File: config.mk
export PLATFORM = sky130hd
export DESIGN_NAME = alu_fun_dispatcher
export DESIGN_NICKNAME = d
export VERILOG_FILES = /design/src/rtl/alu_fun_dispatcher.sv
export SDC_FILE = /design/constraint.sdc
export NUM_CORES = 1
export LEC_CHECK = 0
export CORE_MARGIN = 2
export CORE_UTILIZATION = 45
export CTS_CLUSTER_DIAMETER = 80
export DETAILED_ROUTE_END_ITERATION = 16
export GPL_TIMING_DRIVEN = 0
export PLACE_DENSITY = 0.9
export SYNTH_ARGS = -nofsm -noshare
export SYNTH_HDL_FRONTEND = slang
export SYNTH_SLANG_ARGS = --single-unit
File: constraint.sdc
create_clock -name CLK -period 3.12 [get_ports CLK]
set_input_delay 0.78 -clock CLK [delete_from_list [all_inputs] [get_ports CLK]]
set_output_delay 0.78 -clock CLK [all_outputs]
set_load 0.02 [all_outputs]
File: src/rtl/alu_fun_dispatcher.sv
// Registered ALU function dispatcher: valid/ready accept, held one-hot unit enable, done-driven completion.
// Optional BUSY watchdog compiled in with `define DISPATCH_WATCHDOG_EN.
module alu_fun_dispatcher #(
    parameter int unsigned FUN_W       = 2,
    parameter int unsigned CNT_W       = 8,
    parameter int unsigned TIMEOUT_CYC = 16
) (
    input  logic                  CLK,
    input  logic                  RST,
    input  logic                  In_Valid,
    input  logic [FUN_W-1:0]      ALU_FUN,
    output logic                  In_Ready,
    input  logic [(2**FUN_W)-1:0] Unit_Done,
    output logic [(2**FUN_W)-1:0] Unit_Enable,
    output logic [FUN_W-1:0]      Active_Fun,
    output logic                  Out_Valid,
    output logic [CNT_W-1:0]      Op_Count,
    output logic                  Timeout_Err
);

    localparam int unsigned N = 2 ** FUN_W;

    if (TIMEOUT_CYC < 1) begin : g_cfg_err
        $error("TIMEOUT_CYC must be >= 1");
    end

    typedef enum logic {
        IDLE = 1'b0,
        BUSY = 1'b1
    } state_e;

    state_e           state_q, state_d;
    logic             in_ready_q, in_ready_d;
    logic [N-1:0]     en_q, en_d;
    logic [FUN_W-1:0] fun_q, fun_d;
    logic             out_valid_q, out_valid_d;
    logic [CNT_W-1:0] cnt_q, cnt_d;
    logic             done_c;

    // Only the active unit's completion is ever observed.
    assign done_c = Unit_Done[fun_q];

`ifdef DISPATCH_WATCHDOG_EN
    localparam int unsigned WAIT_W = $clog2(TIMEOUT_CYC + 1);

    logic [WAIT_W-1:0] wait_q, wait_d;
    logic              tmo_q, tmo_d;
    logic              expire_c;

    assign expire_c = (wait_q == WAIT_W'(TIMEOUT_CYC - 1));
`endif

    always_ff @(posedge CLK or negedge RST) begin
        if (!RST) begin
            state_q     <= IDLE;
            in_ready_q  <= 1'b1;
            en_q        <= '0;
            fun_q       <= '0;
            out_valid_q <= 1'b0;
            cnt_q       <= '0;
`ifdef DISPATCH_WATCHDOG_EN
            wait_q      <= '0;
            tmo_q       <= 1'b0;
`endif
        end else begin
            state_q     <= state_d;
            in_ready_q  <= in_ready_d;
            en_q        <= en_d;
            fun_q       <= fun_d;
            out_valid_q <= out_valid_d;
            cnt_q       <= cnt_d;
`ifdef DISPATCH_WATCHDOG_EN
            wait_q      <= wait_d;
            tmo_q       <= tmo_d;
`endif
        end
    end

    always_comb begin
        state_d     = state_q;
        en_d        = en_q;
        fun_d       = fun_q;
        out_valid_d = 1'b0;
        cnt_d       = cnt_q;
`ifdef DISPATCH_WATCHDOG_EN
        wait_d      = wait_q;
        tmo_d       = 1'b0;
`endif
        case (state_q)
            IDLE: begin
                if (In_Valid) begin
                    fun_d   = ALU_FUN;
                    en_d    = N'(1) << ALU_FUN;
                    state_d = BUSY;
`ifdef DISPATCH_WATCHDOG_EN
                    wait_d  = '0;
`endif
                end
            end
            BUSY: begin
                // Done takes priority over a coincident watchdog expiry.
                if (done_c) begin
                    en_d        = '0;
                    out_valid_d = 1'b1;
                    cnt_d       = cnt_q + CNT_W'(1);
                    state_d     = IDLE;
`ifdef DISPATCH_WATCHDOG_EN
                end else if (expire_c) begin
                    en_d    = '0;
                    tmo_d   = 1'b1;
                    state_d = IDLE;
                end else begin
                    wait_d = wait_q + WAIT_W'(1);
`endif
                end
            end
            default: state_d = IDLE;
        endcase
        in_ready_d = (state_d == IDLE);
    end

    assign In_Ready    = in_ready_q;
    assign Unit_Enable = en_q;
    assign Active_Fun  = fun_q;
    assign Out_Valid   = out_valid_q;
    assign Op_Count    = cnt_q;
`ifdef DISPATCH_WATCHDOG_EN
    assign Timeout_Err = tmo_q;
`else
    assign Timeout_Err = 1'b0;
`endif

endmodule

==> out/results.tsv <==
stage	metric	value	unit
run_status	status	complete, no violations	
routing	Pre-Repair DR Iteration Count	2	
layout	Fillers	124	
sta	Tightest Pin Transition	0.764	ns
setup_path	Crit Path Max Fanout	1	
synthesis	most common cell in the netlist	dfrtp_1	
floorplanning	Core Box Area	1520	µm²
sta	Tmin final	2.17	ns
sta	setup_tns	0	ns
setup_path	nature of the critical path endpoint	output port	
floorplanning	die width	44.5	µm
global_routing	All-Layer GR Usage	17.9	%
synthesis	prevailing post-synth register cell	dfrtp_1	
setup_path	type of origin of the critical path	register	
global_routing	GRT overflow	0	
clocking	Gates resized, CTS repair	0	
clocking	CTS tree	built	
setup_path	Req. time, crit path	2.34	ns
global_routing	first-pass GRT wire length	2.46	mm
clocking	Setup Buffers After CTS	0	
setup_path	CP Class	register to output port	
clocking	CTS Hold Bufs	0	
synthesis	top-area cell type share of the netlist area	54.2	%
routing	Vias	563	
sta	final setup violation count	0	
global_routing	largest net degree at the start of global routing	18	
sta	hold_ws	0.474	ns
sta	Slew HR	48.9	%
global_routing	initial antenna violation count	0	
routing	1st-iter DRT viols	4	
synthesis	Post-Syn Instances	62	
routing	Remaining DRCs	0	
layout	area grow syn2layout	38.8	%
setup_path	family with the most delay on the worst path	buffers and inverters	
setup_path	crit path DAT	1.39	ns
floorplanning	Starting Density	48.4	%
clocking	Worst-Skew Late Latency	0.29	ns
synthesis	cell area after synthesis	738	µm²
sta	Slew Limit Fails	0	
power_and_ir_drop	Leakage	0.445	nW
synthesis	Synth area leader	dfrtp_1	
clocking	Root Buffer	clkbuf_4	
power_and_ir_drop	Net Sw Power	0.395	mW
sta	Final Hold Vio Count	0	
clocking	Clock transition at path regs	0.09	ns
clocking	CTS Buf Count	3	
setup_path	critical-path cell list	clkdlybuf4s50_1	
routing	Routed WL	1.45	mm
synthesis	Post-synth ARST share	100	%
synthesis	most common library cells after synthesis	dfrtp_1 (16), xnor2_1 (7), nand2_1 (6)	
clocking	CTS sink count	17	
global_routing	vias in the first global route	579	
power_and_ir_drop	fraction of power spent switching nets	39.4	%
power_and_ir_drop	Logic pwr share	50.1	%
clocking	CTS max path bufs	2	
synthesis	dominant cells by area after synthesis	dfrtp_1 (54%), xnor2_1 (8.3%), o32ai_1 (4.7%)	
layout	nets	101	
routing	post-DR wirelength/cell	13.7	µm
clocking	H-tree levels	1	
layout	layout cells sized above 1	11.1	%
power_and_ir_drop	Peak VDD IR	613	µV
synthesis	Net Count, Synth	72	
layout	n_diodes	0	
sta	Setup Skew	0.00410	ns
power_and_ir_drop	Clk pwr share	11.7	%
floorplanning	IO Pins	26	
synthesis	EDFF count, synth	0	
sta	period utilisation layout	69.7	%
flow_run	max cap viols	0	
setup_path	sum of buffers and inverters on the critical path	1	
placement	input/output buffers	24	
sta	RSZ-0062 raised after global routing	no	
sta	fmax	0.460	GHz
setup_path	Worst path max stage delay	0.59	ns
synthesis	Avg Inst Size Synth	11.9	µm²
synthesis	flops & latches, synth	17	
floorplanning	DIE AREA	1980	µm²
power_and_ir_drop	Reg power frac	38.2	%
synthesis	sequential area share after synthesis	57.8	%
synthesis	synth warn	0	
setup_path	slowest library cell on the worst path	clkdlybuf4s50_1	
routing	Antenna Nets Post-Route	0	
routing	DR vias/cell	5.31	
synthesis	Yosys cell types	24	
floorplanning	num rows	14	
placement	gpl congestion	0.800	
hold_path	hold crit path type	register to register	
power_and_ir_drop	pwr dens	979	nW/µm²
floorplanning	Die Y	44.5	µm
power_and_ir_drop	Internal	0.608	mW
==> sequential cells by signal, summed over array words and instances, names as in the netlist <==
register	cells
In_Ready	1
Op_Count	8
Active_Fun	2
Out_Valid	1
state_q	1
Unit_Enable	4
==> worst paths after layout <==
path	from	cells past startpoint	end	slack, ns
setup / recovery	In_Ready	1	In_Ready	0.95
hold / removal	Op_Count[7]	1	Op_Count[7]	0.47
setup reg to reg	Active_Fun[0]	4	Op_Count[1]	1.51
hold reg to reg	Op_Count[7]	1	Op_Count[7]	0.47
max in group asynchronous	RST	1	Out_Valid	1.71
min in group asynchronous	RST	1	Active_Fun[0]	0.93
==> layout by cell type, fill, tap and decap left out, drive strengths merged, types with 2 or more instances in the layout <==
| cell type | instances |
|---|---|
| buf | 2 |
| clkbuf | 5 |
| nand4 | 4 |
| nor2 | 2 |
| inv | 3 |
| clkdlybuf4s50 | 24 |
| nand2 | 7 |
| o21ai | 3 |
| and3 | 3 |
| xnor2 | 7 |
| dfrtp | 16 |
| o32ai | 4 |
| nand3 | 2 |
==> through the flow <==
step	power, mW	worst slack (ns)	instances	area, µm²	utilization (%)
finish	1.00	0.945	106	1020	67.2
global route	1.07	0.913	106	1020	67.2
CTS	1.02	0.932	106	1020	67.2
detailed placement	0.893	0.771	102	998	65.5
global placement	0.878	0.766	102	998	65.5
floorplan	0.676	1.23	62	738	-
==> layout make-up <==
cell class	count	area, µm²	share of cell area (%)
Multi-Input combinational cell	39	282	27.5
Sequential cell	17	427	41.6
Tap cell	16	20.0	1.95
Inverter	3	13.8	1.34
Clock buffer	4	26.3	2.56
Timing Repair Buffer	24	240	23.4
Buffer	3	16.3	1.59
==> per-layer routing <==
| metal | up-vias | global-route usage (%) | routed length (µm) |
|---|---|---|---|
| met5 | - | 0 | 0 |
| li1 | 272 | - | - |
| met1 | 267 | 20.2 | 608 |
| met3 | 4 | 4.90 | 97 |
| met4 | 0 | 10.9 | 27 |
| met2 | 20 | 29.9 | 721 |
==> power by group through the flow <==
stage	clock [mW]	sequential [mW]	combinational, mW
after CTS	0.123	0.384	0.508
after global placement	0	0.385	0.494
after detailed placement	0	0.388	0.506
final	0.118	0.383	0.502
after global routing	0.129	0.395	0.544
after floorplan	0	0.474	0.202
==> kinds of logic (layout without fill, tap and decap cells) <==
kind of cell / after synthesis / after routing / share of synthesized area [%]
mux: 2 / 2 / 5.08
buf+inv: 6 / 34 / 4.07
simple gates: 21 / 21 / 15.8
xor+xnor: 7 / 7 / 8.31
fa+ha+maj: 1 / 1 / 1.69
flops: 17 / 17 / 57.8
other cells: 1 / 1 / 0.508
compound gates: 7 / 7 / 6.78
Power figures use the tool's default switching activity.
